### src/rtl/inst_fetch_if.sv
// Fetch-side bundle: controller handshake, BRAM read port and the word
// stream handed to the instruction parser.
interface inst_fetch_if #(
   parameter int ADDR_WIDTH = 16
);
   logic                  start;
   logic [ADDR_WIDTH-1:0] start_pc;
   logic                  stall;
   logic                  redirect;
   logic [ADDR_WIDTH-1:0] redirect_pc;
   logic                  halt;
   logic [ADDR_WIDTH-1:0] mem_addr;
   logic [31:0]           mem_rdata;
   logic                  valid_out;
   logic [31:0]           instruction;
   logic [ADDR_WIDTH-1:0] pc_out;
   logic                  busy;

   modport master (
      output start, start_pc, stall, redirect, redirect_pc, halt, mem_rdata,
      input  mem_addr, valid_out, instruction, pc_out, busy
   );

   modport slave (
      input  start, start_pc, stall, redirect, redirect_pc, halt, mem_rdata,
      output mem_addr, valid_out, instruction, pc_out, busy
   );
endinterface

### src/rtl/inst_fetch.sv
// Instruction fetch front end: issues BRAM reads, tags them with an epoch so
// redirects can discard stale returns, and buffers returns behind a stallable output.
module inst_fetch #(
   parameter int ADDR_WIDTH  = 16,
   parameter int MEM_LATENCY = 2,
   parameter int FIFO_DEPTH  = 4,
   parameter int PROG_LEN    = 0
) (
   input logic         clk,
   input logic         rst,
   inst_fetch_if.slave bus
);
   localparam int PTR_W = (FIFO_DEPTH > 1) ? $clog2(FIFO_DEPTH) : 1;
   localparam int CNT_W = $clog2(FIFO_DEPTH + 1);
   localparam int INF_W = $clog2(MEM_LATENCY + 2);
   localparam int OCC_W = ((CNT_W > INF_W) ? CNT_W : INF_W) + 1;

   typedef enum logic [1:0] {
      IDLE  = 2'd0,
      RUN   = 2'd1,
      DRAIN = 2'd2
   } state_t;

   state_t                state_r;
   state_t                state_nxt_s;
   logic [ADDR_WIDTH-1:0] pc_r;
   logic                  epoch_r;
   logic                  epoch_nxt_s;

   // address stage: the read presented on mem_addr this cycle
   logic [ADDR_WIDTH-1:0] mem_addr_r;
   logic                  av_r;
   logic                  ae_r;

   // in-flight tracking, stage MEM_LATENCY-1 lines up with mem_rdata
   logic                  sv_r  [MEM_LATENCY];
   logic                  se_r  [MEM_LATENCY];
   logic [ADDR_WIDTH-1:0] spc_r [MEM_LATENCY];

   logic [ADDR_WIDTH-1:0] fifo_pc_r   [FIFO_DEPTH];
   logic [31:0]           fifo_data_r [FIFO_DEPTH];
   logic [PTR_W-1:0]      rd_ptr_r;
   logic [PTR_W-1:0]      wr_ptr_r;
   logic [CNT_W-1:0]      fifo_count_r;

   logic                  valid_out_r;
   logic [31:0]           instr_r;
   logic [ADDR_WIDTH-1:0] pc_out_r;
   logic                  busy_r;

   logic                  redirect_act_s;
   logic                  start_act_s;
   logic                  issue_s;
   logic [ADDR_WIDTH-1:0] issue_pc_s;
   logic [INF_W-1:0]      inflight_s;
   logic [OCC_W-1:0]      occ_s;
   logic                  ret_s;
   logic                  can_load_s;
   logic                  fifo_empty_s;
   logic                  push_s;
   logic                  pop_s;
   logic                  bypass_s;

   function automatic logic [ADDR_WIDTH-1:0] pc_inc(input logic [ADDR_WIDTH-1:0] pc);
      logic [ADDR_WIDTH-1:0] nxt;
      nxt = pc + {{(ADDR_WIDTH-1){1'b0}}, 1'b1};
      if ((PROG_LEN != 0) && (nxt == ADDR_WIDTH'(PROG_LEN))) begin
         return {ADDR_WIDTH{1'b0}};
      end else begin
         return nxt;
      end
   endfunction

   function automatic logic [PTR_W-1:0] ptr_inc(input logic [PTR_W-1:0] p);
      if (p == PTR_W'(FIFO_DEPTH - 1)) begin
         return {PTR_W{1'b0}};
      end else begin
         return p + {{(PTR_W-1){1'b0}}, 1'b1};
      end
   endfunction

   assign redirect_act_s = bus.redirect && (state_r != IDLE);
   assign start_act_s    = bus.start && (state_r == IDLE);
   assign epoch_nxt_s    = epoch_r ^ redirect_act_s;
   assign fifo_empty_s   = (fifo_count_r == {CNT_W{1'b0}});
   assign can_load_s     = !valid_out_r || !bus.stall;

   // count of reads issued but not yet returned, stale ones included
   always_comb begin
      inflight_s = INF_W'(av_r);
      for (int i = 0; i < MEM_LATENCY; i++) begin
         inflight_s = inflight_s + INF_W'(sv_r[i]);
      end
      occ_s = OCC_W'(fifo_count_r) + OCC_W'(inflight_s);
   end

   // issue selection: redirect and start restart the stream, RUN fills to capacity
   always_comb begin
      issue_s    = 1'b0;
      issue_pc_s = pc_r;
      if (redirect_act_s) begin
         issue_s    = 1'b1;
         issue_pc_s = bus.redirect_pc;
      end else if (start_act_s) begin
         issue_s    = 1'b1;
         issue_pc_s = bus.start_pc;
      end else if ((state_r == RUN) && !bus.halt && (occ_s < OCC_W'(FIFO_DEPTH))) begin
         issue_s    = 1'b1;
         issue_pc_s = pc_r;
      end else begin
         issue_s    = 1'b0;
      end
   end

   // return routing: FIFO head has priority, an empty FIFO lets the return fall through
   always_comb begin
      ret_s    = sv_r[MEM_LATENCY-1] && (se_r[MEM_LATENCY-1] == epoch_r) && !redirect_act_s;
      push_s   = 1'b0;
      pop_s    = 1'b0;
      bypass_s = 1'b0;
      if (redirect_act_s) begin
         push_s = 1'b0;
      end else if (can_load_s) begin
         if (!fifo_empty_s) begin
            pop_s  = 1'b1;
            push_s = ret_s;
         end else begin
            bypass_s = ret_s;
         end
      end else begin
         push_s = ret_s;
      end
   end

   // next-state logic
   always_comb begin
      state_nxt_s = state_r;
      if (redirect_act_s) begin
         state_nxt_s = RUN;
      end else begin
         case (state_r)
            IDLE: begin
               if (bus.start) begin
                  state_nxt_s = RUN;
               end else begin
                  state_nxt_s = IDLE;
               end
            end
            RUN: begin
               if (bus.halt) begin
                  state_nxt_s = DRAIN;
               end else begin
                  state_nxt_s = RUN;
               end
            end
            DRAIN: begin
               if ((inflight_s == {INF_W{1'b0}}) && fifo_empty_s && can_load_s) begin
                  state_nxt_s = IDLE;
               end else begin
                  state_nxt_s = DRAIN;
               end
            end
            default: state_nxt_s = IDLE;
         endcase
      end
   end

   // state, pc, epoch and busy registers
   always_ff @(posedge clk) begin
      if (rst) begin
         state_r <= IDLE;
         pc_r    <= {ADDR_WIDTH{1'b0}};
         epoch_r <= 1'b0;
         busy_r  <= 1'b0;
      end else begin
         state_r <= state_nxt_s;
         epoch_r <= epoch_nxt_s;
         busy_r  <= (state_nxt_s != IDLE);
         if (issue_s) begin
            pc_r <= pc_inc(issue_pc_s);
         end
      end
   end

   // address stage and in-flight shift register
   always_ff @(posedge clk) begin
      if (rst) begin
         mem_addr_r <= {ADDR_WIDTH{1'b0}};
         av_r       <= 1'b0;
         ae_r       <= 1'b0;
         for (int i = 0; i < MEM_LATENCY; i++) begin
            sv_r[i]  <= 1'b0;
            se_r[i]  <= 1'b0;
            spc_r[i] <= {ADDR_WIDTH{1'b0}};
         end
      end else begin
         av_r <= issue_s;
         ae_r <= epoch_nxt_s;
         if (issue_s) begin
            mem_addr_r <= issue_pc_s;
         end
         sv_r[0]  <= av_r;
         se_r[0]  <= ae_r;
         spc_r[0] <= mem_addr_r;
         for (int i = 1; i < MEM_LATENCY; i++) begin
            sv_r[i]  <= sv_r[i-1];
            se_r[i]  <= se_r[i-1];
            spc_r[i] <= spc_r[i-1];
         end
      end
   end

   // FIFO pointers and occupancy
   always_ff @(posedge clk) begin
      if (rst || redirect_act_s) begin
         rd_ptr_r     <= {PTR_W{1'b0}};
         wr_ptr_r     <= {PTR_W{1'b0}};
         fifo_count_r <= {CNT_W{1'b0}};
      end else begin
         if (push_s) begin
            wr_ptr_r <= ptr_inc(wr_ptr_r);
         end
         if (pop_s) begin
            rd_ptr_r <= ptr_inc(rd_ptr_r);
         end
         fifo_count_r <= fifo_count_r + CNT_W'(push_s) - CNT_W'(pop_s);
      end
   end

   // FIFO storage
   always_ff @(posedge clk) begin
      if (push_s) begin
         fifo_pc_r[wr_ptr_r]   <= spc_r[MEM_LATENCY-1];
         fifo_data_r[wr_ptr_r] <= bus.mem_rdata;
      end
   end

   // output register: holds bit-stable while stalled
   always_ff @(posedge clk) begin
      if (rst) begin
         valid_out_r <= 1'b0;
         instr_r     <= 32'd0;
         pc_out_r    <= {ADDR_WIDTH{1'b0}};
      end else if (redirect_act_s) begin
         valid_out_r <= 1'b0;
      end else if (pop_s) begin
         valid_out_r <= 1'b1;
         instr_r     <= fifo_data_r[rd_ptr_r];
         pc_out_r    <= fifo_pc_r[rd_ptr_r];
      end else if (bypass_s) begin
         valid_out_r <= 1'b1;
         instr_r     <= bus.mem_rdata;
         pc_out_r    <= spc_r[MEM_LATENCY-1];
      end else if (can_load_s) begin
         valid_out_r <= 1'b0;
      end
   end

   assign bus.mem_addr    = mem_addr_r;
   assign bus.valid_out   = valid_out_r;
   assign bus.instruction = instr_r;
   assign bus.pc_out      = pc_out_r;
   assign bus.busy        = busy_r;
endmodule

### src/flat_wrapper.sv
// flat-port wrapper written by rule: the top's interface ports become plain ports
module inst_fetch_flat 
#(
   parameter int ADDR_WIDTH  = 16,
   parameter int MEM_LATENCY = 2,
   parameter int FIFO_DEPTH  = 4,
   parameter int PROG_LEN    = 0
)
  (clk, rst, bus_start, bus_start_pc, bus_stall, bus_redirect, bus_redirect_pc, bus_halt, bus_mem_rdata, bus_mem_addr, bus_valid_out, bus_instruction, bus_pc_out, bus_busy);
  inst_fetch_if #(.ADDR_WIDTH(ADDR_WIDTH)) bus_i ();
  input logic clk;
  input logic rst;
  input wire logic [$bits(bus_i.start)-1:0] bus_start;
  input wire logic [$bits(bus_i.start_pc)-1:0] bus_start_pc;
  input wire logic [$bits(bus_i.stall)-1:0] bus_stall;
  input wire logic [$bits(bus_i.redirect)-1:0] bus_redirect;
  input wire logic [$bits(bus_i.redirect_pc)-1:0] bus_redirect_pc;
  input wire logic [$bits(bus_i.halt)-1:0] bus_halt;
  input wire logic [$bits(bus_i.mem_rdata)-1:0] bus_mem_rdata;
  output wire logic [$bits(bus_i.mem_addr)-1:0] bus_mem_addr;
  output wire logic [$bits(bus_i.valid_out)-1:0] bus_valid_out;
  output wire logic [$bits(bus_i.instruction)-1:0] bus_instruction;
  output wire logic [$bits(bus_i.pc_out)-1:0] bus_pc_out;
  output wire logic [$bits(bus_i.busy)-1:0] bus_busy;
  assign bus_i.start = bus_start;
  assign bus_i.start_pc = bus_start_pc;
  assign bus_i.stall = bus_stall;
  assign bus_i.redirect = bus_redirect;
  assign bus_i.redirect_pc = bus_redirect_pc;
  assign bus_i.halt = bus_halt;
  assign bus_i.mem_rdata = bus_mem_rdata;
  assign bus_mem_addr = bus_i.mem_addr;
  assign bus_valid_out = bus_i.valid_out;
  assign bus_instruction = bus_i.instruction;
  assign bus_pc_out = bus_i.pc_out;
  assign bus_busy = bus_i.busy;
  inst_fetch #(.ADDR_WIDTH(ADDR_WIDTH), .MEM_LATENCY(MEM_LATENCY), .FIFO_DEPTH(FIFO_DEPTH), .PROG_LEN(PROG_LEN)) u_core (.clk(clk), .rst(rst), .bus(bus_i));
endmodule
### config.mk
export PLATFORM = sky130hd
export DESIGN_NAME = inst_fetch_flat
export DESIGN_NICKNAME = d
export VERILOG_FILES = /design/src/rtl/inst_fetch_if.sv /design/src/rtl/inst_fetch.sv /design/src/flat_wrapper.sv
export SDC_FILE = /design/constraint.sdc
export NUM_CORES = 1
export LEC_CHECK = 0
export CORE_MARGIN = 1.5
export CORE_UTILIZATION = 55
export CTS_CLUSTER_SIZE = 25
export DETAILED_ROUTE_END_ITERATION = 7
export DONT_BUFFER_PORTS = 1
export GPL_TIMING_DRIVEN = 0
export PLACE_DENSITY = 0.7
export SKIP_CTS_REPAIR_TIMING = 1
export SKIP_LAST_GASP = 1
export SLEW_MARGIN = 0
export SYNTH_ARGS = -nofsm -noshare
export SYNTH_HDL_FRONTEND = slang
export SYNTH_SLANG_ARGS = --single-unit
export TNS_END_PERCENT = 10
### constraint.sdc
create_clock -name clk -period 7 [get_ports clk]
set_input_delay 1.4 -clock clk [delete_from_list [all_inputs] [get_ports clk]]
set_output_delay 1.4 -clock clk [all_outputs]
set_load 0.1 [all_outputs]
==> results of run 1 <==
==> worst paths after layout <==
kind,cells after the start,slack [ns],end
max,12,2.89,u_core.fifo_count_r[2]
min,1,0.43,u_core.spc_r[0][26]
max reg2reg,12,2.89,u_core.fifo_count_r[2]
min reg2reg,1,0.43,u_core.spc_r[0][26]
==> critical path, stage by stage, from the launching register on <==
cell and delay, ns:
dfxtp_1 0.98, nand2_1 0.18, nand3_1 0.15, clkbuf_1 0.45, buf_1 0.67, inv_1 0.21, ha_1 0.34, inv_1 0.04
ha_1 0.19, fa_1 0.38, xnor2_1 0.20, xnor2_1 0.14, nor2_1 0.05
==> routing by layer <==
layer	track usage (%)	routed length (µm)	up-vias
li1	-	-	3297
met1	29.5	11100	3586
met2	39.5	13200	248
met3	7.05	2220	40
met4	5.73	381	0
met5	0	0	-
==> flip-flops by register name, indices dropped and copies added (netlist names), named ones only <==
name and cells:
u_core.bus.busy 1, u_core.bus.instruction 32, u_core.se_r 2, u_core.ae_r 1, u_core.spc_r 32, u_core.rd_ptr_r 2, u_core.pc_r 16, u_core.fifo_data_r 128
u_core.wr_ptr_r 2, u_core.fifo_pc_r 64, u_core.state_r 2, u_core.av_r 1, u_core.bus.pc_out 16, u_core.bus.mem_addr 16, u_core.fifo_count_r 3, u_core.sv_r 2
u_core.bus.valid_out 1
==> final cells by class <==
class | instances | share of cell area (%)
repair buffers | 4 | 0.572
flip-flops and latches | 323 | 60.0
clock buffers | 43 | 6.55
well taps | 280 | 2.50
multi-input cells | 460 | 27.1
inverters | 18 | 0.483
plain buffers | 52 | 1.62
clock inverters | 16 | 1.17
==> power breakdown <==
part | total, µW | internal, µW | switching, µW
combinational | 1150 | 483 | 663
sequential | 3320 | 2200 | 1120
clock | 1740 | 1040 | 704
==> placed cells by master, fill, tap and decap left out, types with 5 or more instances in the layout <==
cell type	synthesis	routed
edfxtp_1	192	192
dfxtp_1	131	131
nor2_1	93	93
a211oi_1	60	60
mux2i_1	52	52
mux4_2	48	48
nor2b_1	36	36
clkbuf_1	28	35
clkbuf_16	0	35
nand2_1	30	30
a21oi_1	26	26
inv_1	18	18
buf_1	11	11
buf_2	10	10
xnor2_1	10	10
nor3_1	9	9
ha_1	9	9
o21ai_0	8	8
clkinv_2	0	6
nand2b_1	5	5
and2_1	9	5
==> cells by family after synthesis <==
group,Yosys count
xor gates and xnor gates,13
adders and majority gates,11
buffers and inverters,70
muxes,100
DFF,323
and+or+nand+nor,212
AOI/OAI and AO/OA,124
==> per-stage QoR <==
step / power [µW] / utilization [%] / area [µm²]
final: 6210 / 63.5 / 14000
after global routing: 6450 / 63.5 / 14000
after detailed placement: 4520 / 58.6 / 12900
after CTS: 6260 / 63.5 / 14000
after floorplan: 4180 / - / 12500
after global placement: 4470 / 58.2 / 12800
==> summary.txt, run 1 <==
Run status
  – Outcome: finished, final reports clean

Logic synthesis
  – Mux cell area share after synthesis: 12.8%
  – Post-synth top cells: edfxtp_1, dfxtp_1, nor2_1, a211oi_1, mux2i_1
  – Primary FF master, synth: edfxtp_1
  – Warnings from Yosys: 0
  – Synth Instances: 853
  – Leading area contributor after synthesis: edfxtp_1
  – Yosys reg bits: 323
  – Xor and xnor area share after synthesis: 0.913%
  – Synth unique cells: 60
  – Area contributors post-synth: edfxtp_1, dfxtp_1, mux4_2
  – Avg Synthesized Cell Area: 14.6 µm²
  – Cell area after synthesis: 12500 µm²
  – Compound-Gate Fraction of Synth Area: 6.96%
  – Simple-gate portion of the synthesized area: 8.46%
  – Async set-reset flop share out of synthesis: 0%
  – Fraction of the mapped netlist area in adder cells: 1.22%
  – Top-area cell type share of the netlist area: 46.2%
  – Largest family of logic cells by synthesized area: multiplexers
  – Number of synthesized flops with an enable pin: 192
  – Most frequent cell after synthesis: edfxtp_1
  – Seq/Total Area, Yosys: 67.2%
  – Synthesized net count: 934

Detailed routing
  – Remaining antenna violation count after routing: 0
  – DRC: 0
  – Detailed Route WL: 26900 µm
  – Total number of vias: 7171
  – Vias per cell: 6.00
  – Mean routed wirelength per cell: 22.5 µm
  – Drt initial violations: 544
  – DR pass1 iterations: 5

Pwr
  – Peak supply drop: 167 µV
  – Pwr Density: 444 nW/µm²
  – Leakage: 0.00488 µW

Clock network
  – CTS H-tree depth: 2
  – Longest Clk Path Bufs: 3
  – Worst-path clk slew: 0.06 ns
  – Clock Sink Count: 323
  – Number of buffers created by CTS: 34
  – Worst skew pair latency: 0.50 ns
  – CTS tree: yes
  – CTS root buf: clkbuf_16

Die
  – Die Width: 154 µm
  – Rows: 54
  – Core box area: 22000 µm²
  – Starting density of the core: 56.6%
  – Die area: 23600 µm²
  – Die Height: 154 µm
  – Io pins: 136

Layout
  – # fillers: 1609
  – Non-filler cells, final: 1196
  – Share of cells above drive strength 1: 14.0%
  – Area growth syn-to-layout: 12.1%
  – Final net count: 974
  – Reg area: 8390 µm²
  – Combined area of the multi-input logic cells: 3800 µm²
  – Number of diodes: 0

Timing
  – Minimum clock period: 4.11 ns
  – Hold_ws: 0.434 ns
  – Fin worst setup slack: 2.89 ns
  – # setup viols final: 0
  – Layout Skew: 0.00855 ns
  – FMAX: 0.243 GHz
  – Worst slew pin tran: 1.09 ns
  – Slew HR: 27.5%
  – Final Cycle Share: 58.7%
  – RSZ-0062 raised after global routing: false
  – Slew Viols, Final: 0
  – Hold Vio Cnt, Final: 0
  – Setup TNS: 0 ns

Worst hold path
  – Hold/Removal Path Class: register to register
  – Hold wc startpoint: u_core.spc_r[0][10]

Critical path
  – Crit end category: register
  – WP data required: 7.37 ns
  – Worst EP arrival: 4.48 ns
  – Worst setup startpoint: u_core.bus.valid_out
  – Startpoint Class: register
  – Worst-path maximum fanout: 10
  – Crit Path Category: register to register
  – Worst flop-to-flop path startpoint: u_core.bus.valid_out

Global routing
  – First-pass GRT wire length: 42000 µm
  – Vias in the first global route: 7490
  – GRT Total Usage: 23.3%
  – Largest net degree at the start of global routing: 31
  – Initial antenna violation count: 0
  – Grt ovf: 0

Placement
  – HPWL Detailed: 18600 µm
  – Port bufs: 0
  – Gpl congestion: 0.885
  – Place WS: 2.41 ns
  – Dpl cells: 1137

Job
  – MaxCap Viol Count: 0
No activity file was read; power rests on OpenSTA's default activity.
==> inputs of run 2 (changes only) <==
--- a/config.mk
+++ b/config.mk
@@ -11,7 +11,7 @@
 export DETAILED_ROUTE_END_ITERATION = 7
 export DONT_BUFFER_PORTS = 1
 export GPL_TIMING_DRIVEN = 0
-export PLACE_DENSITY = 0.7
+export PLACE_DENSITY = 0.73
 export SKIP_CTS_REPAIR_TIMING = 1
 export SKIP_LAST_GASP = 1
 export SLEW_MARGIN = 0
==> constraint.sdc (replaced) <==
create_clock -name clk -period 3.5 [get_ports clk]
set_input_delay 0.7 -clock clk [delete_from_list [all_inputs] [get_ports clk]]
set_output_delay 0.7 -clock clk [all_outputs]
set_load 0.1 [all_outputs]
==> run 2 against run 1 <==
Against the previous run: hold slack lost 0.16 ns; highest routed layer unchanged; combinational power up 93%; register-to-register slack worse by 2.6 ns; sequential share of layout area down 0.12 points; largest cell class unchanged; cell count about the same; via count decreased by 0.98%; clock power is 110% higher; count of clock-buffer cells in the layout increased by 8; worst setup slack worse by 2.6 ns; design area rose by 0.22%; clock skew grew 0.0098 ns; sequential power grew 99%.
==> summary.txt, run 2 (same netlist as run 1, synthesis figures left out) <==
Layout
  – # fillers: 1633
  – Max FFs per register: 128
  – Top reg by flops: u_core.fifo_data_r
  – Share of cells above drive strength 1: 14.1%
  – Number of diodes: 0
  – Area growth syn-to-layout: 12.4%
  – Final core utilization: 63.7%
  – Combined area of the multi-input logic cells: 3800 µm²
  – Most common cell after layout, fill and taps aside: edfxtp_1
  – Post-route cell area: 14000 µm²
  – Final net count: 973
  – Biggest regs: u_core.fifo_data_r: 128 flops, u_core.fifo_pc_r: 64 flops
  – Reg area: 8390 µm²
  – Most frequent cells in the layout: edfxtp_1, dfxtp_1, nor2_1

Pwr
  – Peak supply drop: 457 µV
  – Pwr Total: 12400 µW
  – Pwr Density: 886 nW/µm²
  – Leakage: 0.00490 µW

Detailed routing
  – Mean routed wirelength per cell: 21.0 µm
  – Total number of vias: 7101
  – DR pass1 iterations: 4
  – Detailed Route WL: 25200 µm
  – Drt initial violations: 409
  – Vias per cell: 5.93
  – Remaining antenna violation count after routing: 0
  – DRC: 0

Die
  – Io pins: 136
  – Core box area: 22000 µm²
  – Die Width: 154 µm
  – Die Height: 154 µm
  – Die area: 23600 µm²
  – Rows: 54
  – Starting density of the core: 56.6%

Critical path
  – WP data required: 3.87 ns
  – FF-to-FF End: u_core.fifo_count_r[2]
  – Crit end category: register
  – Crit Path Category: register to register
  – Worst EP arrival: 3.54 ns
  – Startpoint Class: register
  – Delay-heaviest family, CP: adder cells
  – CP cell instances: nand2_1 -> nand3_1 -> clkbuf_2 -> inv_1 -> ha_1 -> inv_1 -> ha_1 -> fa_1 -> xnor2_1 -> xnor2_1 -> nor2_1
  – Reg2Reg Depth: 11
  – CP max-delay cell: dfxtp_2
  – CP peak stage delay: 0.68 ns
  – Worst Path Buf+Inv: 3
  – Worst flop-to-flop path startpoint: u_core.bus.valid_out
  – Register-to-register setup slack: 0.34 ns
  – Worst-path maximum fanout: 10

Global routing
  – Vias in the first global route: 7121
  – Initial antenna violation count: 0
  – Largest net degree at the start of global routing: 31
  – GRT Total Usage: 21.8%
  – First-pass GRT wire length: 39400 µm
  – Grt ovf: 0

Clock network
  – CTS H-tree depth: 2
  – CTS tree: yes
  – Number of buffers created by CTS: 34
  – Worst skew pair latency: 0.51 ns
  – Clock Sink Count: 323
  – Worst-path clk slew: 0.06 ns
  – CTS root buf: clkbuf_16
  – Longest Clk Path Bufs: 3

Timing
  – FMAX: 0.316 GHz
  – RSZ-0062 raised after global routing: false
  – Layout Skew: 0.0184 ns
  – Setup TNS: 0 ns
  – # setup viols final: 0
  – Hold Vio Cnt, Final: 0
  – Worst slew pin tran: 1.07 ns
  – Final Cycle Share: 90.4%
  – Minimum clock period: 3.16 ns
  – Slew HR: 28.6%
  – Slew Viols, Final: 0

Worst hold path
  – Hold wc startpoint: rst
  – Hold worst-path end: u_core.av_r
  – Worst hold stages: 1
  – Hold/Removal Path Class: input port to register

Job
  – MaxCap Viol Count: 0

Placement
  – Port bufs: 0
  – HPWL Detailed: 16800 µm
  – Gpl congestion: 0.890
  – Placed cell areas: 12900 µm²

Run status
  – Outcome: finished, final reports clean
run 2: cell count changes in the layout (fill, tap and decap cells not counted), sizes merged:
cell,previous run,this run
clkbuf,71,79
inv,20,19
buf,28,27
clkinvlp,2,0
clkinv,9,6
run 2: worst max-delay path by stage:
stage,cells after the start,startpoint,endpoint,slack (ns)
3_3_place_gp,3,u_core.bus.valid_out,u_core.fifo_data_r[0][30],-0.92
3_5_place_dp,12,u_core.bus.valid_out,u_core.fifo_count_r[2],-0.49
6_report,11,u_core.bus.valid_out,u_core.fifo_count_r[2],0.34
2_1_floorplan,12,u_core.bus.valid_out,u_core.fifo_count_r[2],0.23
5_1_grt,11,u_core.bus.valid_out,u_core.fifo_count_r[2],0.08
4_1_cts,12,u_core.bus.valid_out,u_core.fifo_count_r[2],-0.52
run 2: worst register-to-register path, cell delays in order, from the launching register on:
cell	delay, ns
dfxtp_2	0.68
nand2_1	0.16
nand3_1	0.40
clkbuf_2	0.39
inv_1	0.14
ha_1	0.30
inv_1	0.04
ha_1	0.18
fa_1	0.38
xnor2_1	0.19
xnor2_1	0.14
nor2_1	0.05
run 2: per-layer routing:
layer	part of all wire, %	vias up	global-route usage, %
met4	2.2	0	6.80
met5	0	-	0
met2	48	248	36.0
met1	42	3523	28.0
met3	7.4	38	6.06
li1	-	3292	-
run 2: area by class of cell:
cell class,instances,share of cell area [%]
well taps,280,2.50
multi-input cells,460,27.1
flip-flops and latches,323,59.8
clock inverters,10,0.901
repair buffers,4,0.571
clock buffers,51,7.03
plain buffers,51,1.60
inverters,18,0.482
run 2: power breakdown:
part           switching (µW)  total (µW)  leakage, µW  internal, µW
combinational            1260        2220      0.00154           960
clock                    1410        3580     0.000546          2170
sequential               2210        6610      0.00282          4400
total                    4890       12400      0.00490          7530
run 2: per-stage QoR:
| stage | hold slack [ns] | cells | worst slack (ns) |
|---|---|---|---|
| 3_5_place_dp | 0.428 | 1137 | -0.486 |
| 3_3_place_gp | 0.418 | 1133 | -0.915 |
| 5_1_grt | 0.262 | 1197 | 0.0786 |
| 6_report | 0.277 | 1197 | 0.337 |
| 2_1_floorplan | 0.414 | 853 | 0.228 |
| 4_1_cts | 0.264 | 1198 | -0.517 |
==> inputs of run 3 (changes only) <==
--- a/config.mk
+++ b/config.mk
@@ -11,6 +11,7 @@
 export DETAILED_ROUTE_END_ITERATION = 7
 export DONT_BUFFER_PORTS = 1
 export GPL_TIMING_DRIVEN = 0
+export HOLD_SLACK_MARGIN = 0.1
 export PLACE_DENSITY = 0.73
 export SKIP_CTS_REPAIR_TIMING = 1
 export SKIP_LAST_GASP = 1
==> results of run 3 <==
The final DEF is identical to that of run 2; final timing and power are the same.
